--- src/rtl/decode_stage.sv ---
// RV32I(+M) OP/OP_IMM decode stage.
// Registered output bundle behind valid/ready with a one-entry skid.
module decode_stage #(
  parameter int DATA_WIDTH        = 32,
  parameter int REGADDR_WIDTH     = 5,
  parameter int RESLT_SELCT_WIDTH = 3,
  parameter bit ENABLE_M          = 1'b1,
  parameter int CNT_WIDTH         = 8
) (
  input  logic                         clk,
  input  logic                         reset_n,
  input  logic                         instr_valid,
  output logic                         instr_ready,
  input  logic [31:0]                  instr,
  output logic                         dec_valid,
  input  logic                         dec_ready,
  output logic [REGADDR_WIDTH-1:0]     a_location,
  output logic [REGADDR_WIDTH-1:0]     b_location,
  output logic                         immediateSelect,
  output logic [DATA_WIDTH-1:0]        immediateVal,
  output logic                         unsignedSelect,
  output logic                         subtractEnable,
  output logic [1:0]                   logicOp,
  output logic [1:0]                   shiftOp,
  output logic [REGADDR_WIDTH-1:0]     writeSelect,
  output logic                         writeEnable,
  output logic [RESLT_SELCT_WIDTH-1:0] resultSelect,
  output logic                         error,
  output logic [CNT_WIDTH-1:0]         illegal_count
);

  localparam logic [RESLT_SELCT_WIDTH-1:0] RS_ADD = 0;
  localparam logic [RESLT_SELCT_WIDTH-1:0] RS_MUL = 1;
  localparam logic [RESLT_SELCT_WIDTH-1:0] RS_DIV = 2;
  localparam logic [RESLT_SELCT_WIDTH-1:0] RS_REM = 3;
  localparam logic [RESLT_SELCT_WIDTH-1:0] RS_LOG = 4;
  localparam logic [RESLT_SELCT_WIDTH-1:0] RS_SLT = 5;
  localparam logic [RESLT_SELCT_WIDTH-1:0] RS_SHF = 6;

  typedef struct packed {
    logic [REGADDR_WIDTH-1:0]     a;
    logic [REGADDR_WIDTH-1:0]     b;
    logic                         imm_sel;
    logic [DATA_WIDTH-1:0]        imm;
    logic                         uns;
    logic                         sub;
    logic [1:0]                   lop;
    logic [1:0]                   sop;
    logic [REGADDR_WIDTH-1:0]     wsel;
    logic                         we;
    logic [RESLT_SELCT_WIDTH-1:0] rsel;
    logic                         err;
  } dec_t;

  logic [6:0] opc;
  logic [6:0] f7;
  logic [2:0] f3;
  logic       is_op;
  logic       is_imm;

  assign opc    = instr[6:0];
  assign f7     = instr[31:25];
  assign f3     = instr[14:12];
  assign is_op  = (opc == 7'h33);
  assign is_imm = (opc == 7'h13);

  dec_t d;
  logic legal;

  always_comb begin
    d       = '0;
    legal   = 1'b0;
    d.a     = REGADDR_WIDTH'(instr[19:15]);
    d.b     = REGADDR_WIDTH'(instr[24:20]);
    d.wsel  = REGADDR_WIDTH'(instr[11:7]);
    d.imm   = {{(DATA_WIDTH-12){instr[31]}}, instr[31:20]};
    unique case (1'b1)
      is_op && f7 == 7'h00: begin
        legal = 1'b1;
        unique case (f3)
          3'd0: d.rsel = RS_ADD;
          3'd1: begin d.rsel = RS_SHF; d.sop = 2'd0; end
          3'd2: d.rsel = RS_SLT;
          3'd3: begin d.rsel = RS_SLT; d.uns = 1'b1; end
          3'd4: begin d.rsel = RS_LOG; d.lop = 2'd0; end
          3'd5: begin d.rsel = RS_SHF; d.sop = 2'd1; end
          3'd6: begin d.rsel = RS_LOG; d.lop = 2'd1; end
          default: begin d.rsel = RS_LOG; d.lop = 2'd2; end
        endcase
      end
      is_op && f7 == 7'h20: begin
        if (f3 == 3'd0) begin
          legal = 1'b1;
          d.sub = 1'b1;
        end else if (f3 == 3'd5) begin
          legal  = 1'b1;
          d.rsel = RS_SHF;
          d.sop  = 2'd2;
        end
      end
      is_op && f7 == 7'h01 && ENABLE_M: begin
        legal = 1'b1;
        unique case (f3)
          3'd0: d.rsel = RS_MUL;
          3'd4: d.rsel = RS_DIV;
          3'd5: begin d.rsel = RS_DIV; d.uns = 1'b1; end
          3'd6: d.rsel = RS_REM;
          3'd7: begin d.rsel = RS_REM; d.uns = 1'b1; end
          default: legal = 1'b0;
        endcase
      end
      is_imm: begin
        legal     = 1'b1;
        d.imm_sel = 1'b1;
        unique case (f3)
          3'd0: d.rsel = RS_ADD;
          3'd2: d.rsel = RS_SLT;
          3'd3: begin d.rsel = RS_SLT; d.uns = 1'b1; end
          3'd4: begin d.rsel = RS_LOG; d.lop = 2'd0; end
          3'd6: begin d.rsel = RS_LOG; d.lop = 2'd1; end
          3'd7: begin d.rsel = RS_LOG; d.lop = 2'd2; end
          3'd1: begin
            d.rsel = RS_SHF;
            d.imm  = DATA_WIDTH'(instr[24:20]);
            legal  = (f7 == 7'h00);
          end
          default: begin
            d.rsel = RS_SHF;
            d.imm  = DATA_WIDTH'(instr[24:20]);
            d.sop  = (f7 == 7'h20) ? 2'd2 : 2'd1;
            legal  = (f7 == 7'h00) || (f7 == 7'h20);
          end
        endcase
      end
      default: legal = 1'b0;
    endcase
    // illegal words carry a neutral control set
    if (!legal) begin
      d.rsel = '0;
      d.sub  = 1'b0;
      d.uns  = 1'b0;
      d.lop  = '0;
      d.sop  = '0;
    end
    d.err = !legal;
    d.we  = legal && (instr[11:7] != 5'd0);
  end

  dec_t                 out_q;
  dec_t                 skid_q;
  logic                 valid_q;
  logic                 skid_full;
  logic [CNT_WIDTH-1:0] cnt_q;
  logic                 accept;
  logic                 load;

  assign accept = instr_valid && !skid_full;
  assign load   = !valid_q || dec_ready;

  always_ff @(posedge clk or negedge reset_n) begin
    if (!reset_n) begin
      out_q     <= '0;
      skid_q    <= '0;
      valid_q   <= 1'b0;
      skid_full <= 1'b0;
      cnt_q     <= '0;
    end else begin
      if (load) begin
        if (skid_full) begin
          out_q     <= skid_q;
          skid_full <= 1'b0;
          valid_q   <= 1'b1;
        end else if (accept) begin
          out_q   <= d;
          valid_q <= 1'b1;
        end else begin
          valid_q <= 1'b0;
        end
      end else if (accept) begin
        skid_q    <= d;
        skid_full <= 1'b1;
      end
      if (accept && d.err && cnt_q != '1)
        cnt_q <= cnt_q + CNT_WIDTH'(1);
    end
  end

  assign instr_ready     = !skid_full;
  assign dec_valid       = valid_q;
  assign a_location      = out_q.a;
  assign b_location      = out_q.b;
  assign immediateSelect = out_q.imm_sel;
  assign immediateVal    = out_q.imm;
  assign unsignedSelect  = out_q.uns;
  assign subtractEnable  = out_q.sub;
  assign logicOp         = out_q.lop;
  assign shiftOp         = out_q.sop;
  assign writeSelect     = out_q.wsel;
  assign writeEnable     = out_q.we;
  assign resultSelect    = out_q.rsel;
  assign error           = out_q.err;
  assign illegal_count   = cnt_q;

endmodule
--- config.mk ---
export PLATFORM = sky130hd
export DESIGN_NAME = decode_stage
export DESIGN_NICKNAME = d
export VERILOG_FILES = /design/src/rtl/decode_stage.sv
export SDC_FILE = /design/constraint.sdc
export NUM_CORES = 1
export LEC_CHECK = 0
export BUFFER_PORTS_ARGS = -buffer_cell sky130_fd_sc_hd__buf_2
export CAP_MARGIN = 20
export CORE_AREA = 3 3 124 126
export CTS_CLUSTER_SIZE = 10
export DETAILED_ROUTE_END_ITERATION = 8
export DIE_AREA = 0 0 127 129
export PLACE_DENSITY = 0.51
export SLEW_MARGIN = 5
export SYNTH_ARGS = -nofsm -noshare
export SYNTH_HDL_FRONTEND = slang
export SYNTH_SLANG_ARGS = --single-unit
export TNS_END_PERCENT = 100
--- constraint.sdc ---
create_clock -name clk -period 1.6 [get_ports clk]
set_input_delay 0.24 -clock clk [delete_from_list [all_inputs] [get_ports clk]]
set_output_delay 0.24 -clock clk [all_outputs]
set_load 0.01 [all_outputs]
# Word level (Yosys, flattened, before mapping)
# Cells that the tools add are included.
[op_classes]
eq_ne = 12
n_bitwise = 1
add_sub_neg = 1
n_reduce_logical = 30
mux = 35
[op_table]
columns = ["operator", "count"]
rows = [
  ["59-bit two-way mux", 2],
  ["33-bit two-way mux", 1],
  ["32-bit two-way mux", 1],
  ["3-bit one-hot mux with 3 select lines", 2],
  ["7-bit by 6-bit == test with 1-bit output, second input constant", 2],
  ["3-bit == test, second input constant", 4],
  ["1-bit two-way mux", 12],
  ["2-bit one-hot mux with 2 select lines", 3],
  ["2-bit one-hot mux with 3 select lines", 2],
  ["3-bit one-hot mux with 4 select lines", 1],
  ["2-bit OR reduction", 6],
  ["6-bit OR reduction", 2],
  ["3-bit two-way mux", 3],
  ["8-bit by 1-bit adder with 8-bit output, second input constant", 1],
  ["2-bit two-way mux", 4],
  ["8-bit != test, second input constant", 1],
  ["7-bit by 1-bit == test with 1-bit output, second input constant", 1],
  ["7-bit by 5-bit == test with 1-bit output, second input constant", 1],
  ["1-bit logical AND", 7],
  ["7-bit zero test", 1],
  ["7-bit OR reduction", 1],
  ["3-bit by 2-bit == test with 1-bit output, second input constant", 2],
  ["6-bit two-way mux", 1],
  ["5-bit nonzero test", 1],
  ["11 further kinds", 17],
]
[totals]
ff_bits = 128
wordCells = 106
inputBits = 36
out_inout_bits = 69

# Depth between registers and ports, before layout
# Gate-level depths: netlist of run 1.
[logic_depth]
word_depth = 7
depth_mapped = 8
depth_no_buf = 6

# Least setup slack after synthesis of run 1
# Ideal clock, no wire load.
[synth_timing]
path_type = "input to register"
start = "in instr[27]"
end = "reg out_q (netlist bit shiftOp[0])"
setup_ns = 0.074
slack_ns = -0.389
path_buffers = 0
required_time_ns = 1.526
path_stages = 5
t_arrival_ns = 1.915
path_cell_list = "or3_4 > nor4_1 > mux2_2 > or4_4 > o21ai_2"
[synth_between]
elab_chain_len = 7
elab_cells_between_ends = 15
classes_between = "eq/ne: 2; mux: 8; reduce/logical: 5"
[synth_rtl]
columns = ["item", "line", "rtl"]
rows = [
  ["start: declaration", "14", "input logic [31:0] instr,"],
  ["7-bit by 6-bit == test with 1-bit output or 7-bit zero test (tied branches)", "--", ""],
  ["1-bit logical OR or 2-bit two-way mux (tied branches)", "131, 130", ""],
  ["1-bit one-hot mux with 2 select lines or 2-bit two-way mux (tied branches)", "115", "unique case (f3)"],
  ["1-bit one-hot mux with 4 select lines or 2-bit one-hot mux with 3 select lines (tied branches)", "77", "unique case (1'b1)"],
  ["6-bit two-way mux (*)", "138", "if (!legal) begin"],
  ["59-bit two-way mux (*)", "173", "end else if (accept) begin"],
  ["59-bit two-way mux (*)", "169", "if (skid_full) begin"],
  ["end signal: assignment", "170", "out_q <= skid_q;"],
  ["end: declaration", "149", "dec_t out_q;"],
]
# Mark *: on every way between the ends. The rest lies on a longest branch, timed or not. The select of a mux whose other input is x is not followed.
# A chain may end at the register's enable or synchronous reset.

# Worst setup path in the final report of run 1
# Ends and elaborated chain as after synthesis.

==> out/qor.csv, run 1 <==
metric,value,unit
outcome,finished with violations,
failing checks,setup timing,
crit-path max FO,3,
io pins,105,
DR WL/cell,14.2,um
area delta synth->final,35.4,%
Fillers,1476,
Async SR Flop Fraction,100,%
Worst setup SP type,input port,
"Reg clk slew, reported paths",0.06,ns
synthesized area per cell,9.87,sq um
Tmin final,1.68,ns
RSZ-0062 raised after global routing,true,
max-cap viol count,0,
Synth Flop Type,dfrtp_1,
first-pass GRT wire length,16000,um
Die Y,129,um
Setup CP Type,in2reg,
remaining antenna violation count,0,
register area share after synthesis,50.9,%
Initial DRC Count,117,
Pleak,2.42,nW
"Hold Vio Cnt, Final",0,
Max Slew Vio Count,0,
max incr delay on CP,0.50,ns
CP required,1.86,ns
DP HPWL,7000,um
clock tree buffer depth,2,
Tcrit/Tclk final,105,%
CP bufs+invs,1,
setup ws final,-0.0823,ns
via count,3153,
Post-synth EDFFs,0,
clock tree root driver cell,clkbuf_16,
RD Place Congestion,0.843,
CP endpoint kind,flop,
gr usage total,12.5,%
"count leader, synth",dfrtp_1,
worst ir drop on vdd,508,uV
footprint of the multi-input gates,1730,sq um
area post-placement,4680,sq um
top cell type's share of synthesized area,50.9,%
Hold/Removal Path Class,in2reg,
pwr dens,1170,nW/um^2
placed cells,667,
H-tree levels,3,
row cnt,44,
Final Cell Area,5190,sq um
share of cells above drive strength 1,40.8,%
"delay-heaviest family, CP",simple AND/OR/NAND/NOR gates,
"Slowest-stage cell, CP",or4_4,
FF+latch area,1950,sq um
"top cells by count, synth","dfrtp_1 (78), nand2_1 (61), o21ai_0 (49), buf_4 (25), a21oi_1 (20)",
total gr overflow,0,
Non-Filler Instances,687,
YS warnings,0,
Num CTS Buffers,9,
Sink Count,78,
top post-synthesis cells by area,"dfrtp_1 (51%), o21ai_0 (6.4%), nand2_1 (6.0%)",
Yosys cell types,43,
Yosys top cell by area,dfrtp_1,
Initial DRT Pass Iterations,4,
fmax,594,MHz
CP cell instances,buf_6 -> or3_4 -> or3_4 -> o22ai_4 -> o21ai_2 -> or4_4 -> o21ai_2,
Die Wd,127,um
CORE AREA,14400,sq um
Mapped Cells,388,
pin count of the biggest net entering global routing,52,
Worst-Margin Slew,0.447,ns
input/output buffers,104,
Total Wirelength,9740,um
Starting Density,26.6,%
n_diodes,0,
Skew-Pair Late Insertion Delay,0.34,ns
Synth Register Bits,78,
Die ar.,16400,sq um
Final nets,536,
vias in the first global route,3099,
Slew HR,70.2,%
drt drc,0,
"Cell Area, Synth",3830,sq um
initial antenna violation count,0,
Final setup viols,6,
TritonCTS clock tree,built,
Worst EP arrival,1.95,ns
vias per cell,4.59,
Layout Skew,0.00896,ns
syn_nets,425,
-- layer usage --
layer  vias up  wire length, um  track usage [%]
met5         -                0                0
met2        95             4530             19.7
met3         9              494             2.86
li1       1547                -                -
met4         0              121             5.93
met1      1502             4600             16.2
-- cells in the final DEF, fill, tap and decap left out, drive strengths merged, types with 2 or more instances in the layout --
| cell | instances |
|---|---|
| nor2b | 5 |
| nor3b | 8 |
| mux2 | 19 |
| o21a | 4 |
| nand3 | 10 |
| xnor2 | 7 |
| dfrtp | 78 |
| nand4 | 4 |
| nor2 | 15 |
| nor3 | 6 |
| and2 | 2 |
| buf | 145 |
| o21ai | 53 |
| o31ai | 2 |
| or4 | 2 |
| inv | 3 |
| nand2b | 2 |
| or3 | 3 |
| a211o | 2 |
| nand2 | 61 |
| clkbuf | 12 |
| a21oi | 20 |
| and3 | 7 |
| mux2i | 16 |
-- tightest hold or removal path, stage by stage --
cell and delay, ns:
buf_6 0.09, nand2_1 0.04, o21ai_0 0.06
-- what timing repair did --
action,CTS,global route
endpoints found under the hold margin,29,0
setup endpoints to repair,15,24
setup buffers,1,2
cloned,1,0
gates resized for setup,15,17
hold buffers,1,0
pin swaps,3,6
-- per-stage QoR --
stage	total power, mW	util, %	setup slack, ns	TNS (ns)	hold WS, ns
2_1_floorplan	3.45	-	-0.251	-1.76	-0.0556
3_3_place_gp	3.99	32.5	-0.406	-9.92	0.209
3_5_place_dp	4.02	32.5	-0.452	-11.07	0.214
4_1_cts	6.12	35.3	-0.0646	-0.137	0.131
5_1_grt	6.43	36.0	-0.109	-0.675	0.136
6_report	6.04	36.0	-0.0823	-0.282	0.148
-- final timing paths --
kind | slack [ns] | startpoint | endpoint | cells after the start
setup / recovery | -0.08 | instr[27] | shiftOp[0] | 7
hold / removal | 0.15 | instr[26] | skid_q[22] | 3
setup reg to reg | 0.16 | illegal_count[1] | illegal_count[4] | 6
hold reg to reg | 0.47 | writeSelect[0] | writeSelect[0] | 2
max in group asynchronous | 0.72 | reset_n | immediateVal[30] | 3
min in group asynchronous | 0.39 | reset_n | skid_q[49] | 2
-- cells by family after synthesis --
group                    Yosys count  synth area share (%)
multiplexers                      35                  9.76
AND/OR/NAND/NOR                  127                  16.0
AO/OA/AOI/OAI                     90                  13.9
buffers and inverters             50                  7.41
XOR/XNOR                           7                  1.60
adder cells (fa/ha/maj)            1                 0.327
flip-flops                        78                  50.9
-- final cells by class --
class | instances | area share (%)
timing repair buffer | 147 | 18.7
sequential | 78 | 37.7
inverter | 3 | 0.290
clock inverter | 3 | 0.844
multi-input combinational | 260 | 33.3
tap | 184 | 4.44
clock buffer | 12 | 4.75
-- state kept, by name, summed over array words and instances, names as in the netlist --
register	cells
skid_q	34
illegal_count	8
immediateVal	8
a_location	5
writeSelect	5
b_location	4
resultSelect	3
logicOp	2
shiftOp	2
dec_valid	1
error	1
immediateSelect	1
skid_full	1
subtractEnable	1
unsignedSelect	1
writeEnable	1
-- power by group --
| part | switching, mW | internal (mW) | leakage, nW |
|---|---|---|---|
| logic | 0.777 | 0.713 | 1.30 |
| registers | 0.211 | 2.31 | 0.980 |
| clock network | 0.786 | 1.25 | 0.143 |
| total | 1.77 | 4.27 | 2.42 |
No activity file was read; power rests on OpenSTA's default activity.
==> run 2, diff against run 1 <==
--- a/config.mk
+++ b/config.mk
@@ -5,6 +5,7 @@
 export SDC_FILE = /design/constraint.sdc
 export NUM_CORES = 1
 export LEC_CHECK = 0
+export ABC_AREA = 0
 export BUFFER_PORTS_ARGS = -buffer_cell sky130_fd_sc_hd__buf_2
 export CAP_MARGIN = 20
 export CORE_AREA = 3 3 124 126
@@ -12,6 +13,7 @@
 export DETAILED_ROUTE_END_ITERATION = 8
 export DIE_AREA = 0 0 127 129
 export PLACE_DENSITY = 0.51
+export REMOVE_ABC_BUFFERS = 1
 export SLEW_MARGIN = 5
 export SYNTH_ARGS = -nofsm -noshare
 export SYNTH_HDL_FRONTEND = slang
==> out/qor.csv, run 2 (synthesis results as in run 1) <==
metric,value,unit
outcome,finished with violations,
failing checks,setup timing,
clock tree root driver cell,clkbuf_16,
RD Place Congestion,0.855,
Setup CP Type,in2reg,
area post-placement,4710,sq um
"Reg clk slew, reported paths",0.06,ns
Initial DRC Count,153,
input/output buffers,104,
Setup WS pre-CTS,-0.477,ns
Worst EP arrival,1.99,ns
placed cells,670,
setup_tns,-0.447,ns
final core utilization,36.3,%
worst ir drop on vdd,429,uV
Largest register FFs,34,
wire length on met2,4900,um
n_diodes,0,
fmax,582,MHz
share of cells above drive strength 1,41.3,%
RSZ-0062 raised after global routing,true,
gr usage total,12.9,%
Max Slew Vio Count,0,
top routing layer in use,met4,
Skew-Pair Late Insertion Delay,0.34,ns
remaining antenna violation count,0,
Pleak,2.46,nW
met3 wire length,723,um
clock tree buffer depth,2,
vias per cell,4.65,
via count,3219,
Final Cell Area,5240,sq um
Largest Register,skid_q,
CP endpoint kind,flop,
Non-Filler Instances,693,
CP cell instances,buf_6 -> or3_4 -> or3_4 -> o22ai_2 -> o21ai_2 -> or4_4 -> o21ai_2,
row cnt,44,
area delta synth->final,36.7,%
Tcrit/Tclk final,107,%
total gr overflow,0,
Final nets,541,
TritonCTS clock tree,built,
drt drc,0,
DP HPWL,6910,um
"commonest non-fill, non-tap cell in the layout",buf_2,
Hold/Removal Path Class,in2reg,
vias in the first global route,3185,
Tot Pwr,6.10,mW
pin count of the biggest net entering global routing,52,
Layout Skew,0.00791,ns
Fin Hold WS,0.146,ns
Starting Density,26.6,%
Num CTS Buffers,9,
DR WL/cell,14.8,um
Sink Count,78,
max-cap viol count,0,
Die Y,129,um
max incr delay on CP,0.51,ns
H-tree levels,3,
Slew HR,71.6,%
CORE AREA,14400,sq um
pwr dens,1170,nW/um^2
Tmin final,1.72,ns
"Slowest-stage cell, CP",or4_4,
setup ws final,-0.119,ns
Die ar.,16400,sq um
io pins,105,
Worst-Margin Slew,0.426,ns
Initial DRT Pass Iterations,6,
Worst setup SP type,input port,
Final setup viols,10,
Die Wd,127,um
Total Wirelength,10200,um
first-pass GRT wire length,16700,um
CP required,1.87,ns
"Hold Vio Cnt, Final",0,
"commonest cells after routing, fill and taps aside","buf_2 (101), dfrtp_1 (77), nand2_1 (59)",
met1 WL,4460,um
initial antenna violation count,0,
crit-path max FO,3,
==> run 2: layout make-up <==
type,count,area (sq um)
Clock buffer,12,256
Clock inverter,4,45.0
Fill cell,1503,9190
Inverter,3,15.0
Multi-Input combinational cell,260,1700
Sequential cell,78,1950
Tap cell,184,230
Timing Repair Buffer,152,1030
==> run 2: what timing repair did <==
item                                    4_1_cts  5_1_grt
hold buffers                                  1        0
gates cloned                                  2        0
pin swaps                                     2        8
setup buffers                                 2        2
endpoints found under the hold margin        25        0
gates resized for setup                      10       18
endpoints found under the setup margin       13       26
==> run 2: final timing paths <==
kind                           startpoint               end  slack [ns]  cells after the start
max in group asynchronous         reset_n   immediateVal[6]        0.73                      3
hold / removal                  instr[26]        skid_q[22]        0.15                      3
setup reg to reg                skid_full  illegal_count[6]        0.13                      6
min in group asynchronous         reset_n     b_location[3]        0.37                      2
setup / recovery                instr[27]        skid_q[10]       -0.12                      7
hold reg to reg            subtractEnable    subtractEnable        0.47                      2
==> run 2: worst max-delay path, delay by kind of cell <==
family                 cells  cell delay, ns
AO/OA/AOI/OAI              3            0.36
buffers and inverters      1            0.09
AND/OR/NAND/NOR            3            1.30
==> run 2: layer usage <==
layer | vias up | GRT usage, %
met5 | - | 0
met4 | 0 | 4.79
met3 | 15 | 3.86
met2 | 83 | 20.7
met1 | 1561 | 16.6
li1 | 1560 | -
==> run 2: power breakdown <==
part | switching [mW] | internal (mW) | total [mW]
logic | 0.757 | 0.723 | 1.48
clock network | 0.796 | 1.29 | 2.08
registers | 0.231 | 2.31 | 2.54
==> run 3, diff against run 2 <==
--- a/config.mk
+++ b/config.mk
@@ -5,14 +5,13 @@
 export SDC_FILE = /design/constraint.sdc
 export NUM_CORES = 1
 export LEC_CHECK = 0
-export ABC_AREA = 0
-export BUFFER_PORTS_ARGS = -buffer_cell sky130_fd_sc_hd__buf_2
 export CAP_MARGIN = 20
 export CORE_AREA = 3 3 124 126
 export CTS_CLUSTER_SIZE = 10
 export DETAILED_ROUTE_END_ITERATION = 8
 export DIE_AREA = 0 0 127 129
-export PLACE_DENSITY = 0.51
+export DONT_BUFFER_PORTS = 1
+export PLACE_DENSITY = 0.45
 export REMOVE_ABC_BUFFERS = 1
 export SLEW_MARGIN = 5
 export SYNTH_ARGS = -nofsm -noshare
==> out/qor.csv, run 3 (synthesis results as in run 1) <==
metric,value,unit
Setup CP Type,in2reg,
Final setup viols,0,
failing checks,hold timing,
Max Slew Vio Count,0,
row cnt,44,
Hold/Removal Path Class,in2async,
Fillers,1525,
crit-path max FO,6,
H-tree levels,3,
"Hold Vio Cnt, Final",78,
Layout Skew,0.00426,ns
Worst setup SP type,input port,
Largest Register,skid_q,
gr usage total,12.0,%
RSZ-0062 raised after global routing,true,
Final nets,427,
Non-Filler Instances,579,
worst ir drop on vdd,446,uV
CP endpoint kind,flop,
Largest register FFs,34,
Final Cell Area,4430,sq um
Sink Count,78,
Worst EP arrival,1.81,ns
Tmin final,1.59,ns
vias in the first global route,2753,
DR WL/cell,16.5,um
Fin Hold WS,-0.399,ns
setup_tns,0,ns
Logic pwr share,18.7,%
placed cells,560,
Switching Fraction,29.0,%
Internal,3.89,mW
CP cell instances,or3_4 -> or3_4 -> o22ai_2 -> o21ai_2 -> buf_4 -> nand2_1 -> mux2_2,
vias per cell,4.75,
Initial DRT Pass Iterations,4,
Pleak,1.87,nW
drt drc,0,
remaining antenna violation count,0,
Worst-Margin Slew,0.300,ns
met3 wire length,598,um
input/output buffers,0,
outcome,finished with violations,
"commonest cells after routing, fill and taps aside","dfrtp_1 (76), nand2_1 (60), o21ai_0 (47)",
Die Wd,127,um
TritonCTS clock tree,built,
Starting Density,26.6,%
via count,2750,
CP required,1.82,ns
max incr delay on CP,0.40,ns
Die Y,129,um
area post-placement,4110,sq um
Die ar.,16400,sq um
Total Wirelength,9550,um
Slew HR,79.7,%
RD Place Congestion,0.847,
max-cap viol count,0,
first-pass GRT wire length,15300,um
footprint of the multi-input gates,1630,sq um
wire length on met2,4540,um
top routing layer in use,met4,
share of cells above drive strength 1,21.3,%
pin count of the biggest net entering global routing,79,
Tcrit/Tclk final,99.3,%
clock tree buffer depth,2,
CORE AREA,14400,sq um
"commonest non-fill, non-tap cell in the layout",dfrtp_1,
n_diodes,0,
"Slowest-stage cell, CP",or3_4,
"Reg clk slew, reported paths",0.06,ns
clock power share,33.9,%
fmax,629,MHz
Reg power frac,47.4,%
Num CTS Buffers,9,
pwr dens,1240,nW/um^2
initial antenna violation count,0,
Worst path most repeated cell,or3_4,
Skew-Pair Late Insertion Delay,0.34,ns
io pins,105,
met1 WL,4170,um
area delta synth->final,15.7,%
net switching power,1.59,mW
Initial DRC Count,166,
FF+latch area,1950,sq um
DP HPWL,6470,um
total gr overflow,0,
clock tree root driver cell,clkbuf_16,
r2r setup slk,0.11,ns
total of hold buffers inserted after clock tree synthesis,1,
## run 3: changes by cell type in the layout (fill, tap and decap cells not counted), sizes merged
cell / delta
bufinv: -1
buf: -112
bufbuf: -2
clkbuf: +3
clkinv: -2
## run 3: worst max-delay path, delay by kind of cell
family          cells  cell delay (ns)
compound gates      2             0.19
buf+inv             1             0.16
mux                 1             0.34
simple gates        3             0.87
## run 3: final cells by class
| cell class | count | area share [%] |
|---|---|---|
| clock buffer | 15 | 5.81 |
| clock inverter | 1 | 0.113 |
| inverter | 3 | 0.339 |
| multi-input combinational | 260 | 36.7 |
| sequential | 78 | 44.1 |
| tap | 184 | 5.19 |
| timing repair buffer | 38 | 7.79 |
## run 3: final timing paths
| check | startpoint | to | cells after the start |
|---|---|---|---|
| max | instr[27] | illegal_count[1] | 7 |
| min | reset_n | skid_q[14] | 0 |
| max reg2reg | skid_full | skid_q[55] | 5 |
| min reg2reg | skid_q[23] | skid_q[23] | 2 |
| max in group asynchronous | reset_n | immediateVal[30] | 0 |
| min in group clk | instr[25] | skid_q[21] | 2 |
## run 3: power by group through the flow
stage	combinational [mW]	clock (mW)	sequential [mW]
after global placement	0.988	0	2.63
after CTS	1.04	1.94	2.61
after global routing	1.13	2.05	2.65
after floorplan	0.498	0	2.74
after detailed placement	1.02	0	2.64
final	1.02	1.86	2.60
## run 3: repair_timing
action | in CTS | in global routing
buffers inserted | 2 | 0
endpoints found under the hold margin | 79 | 78
setup endpoints to repair | 1 | 5
resized for setup | 3 | 4
## run 3: routing by layer
layer / GRT usage [%] / vias to the layer above
met5: 0 / -
met1: 14.5 / 1338
met4: 6.25 / 0
met3: 4.19 / 16
li1: - / 1332
met2: 19.1 / 64
## run 3: stage by stage
step           power, mW  util [%]  setup WS (ns)
3_3_place_gp        3.62      28.5         -0.358
3_5_place_dp        3.65      28.5         -0.343
5_1_grt             5.84      30.7        -0.0210
4_1_cts             5.59      30.6         0.0268
6_report            5.48      30.7         0.0106
2_1_floorplan       3.24         -          -2.65
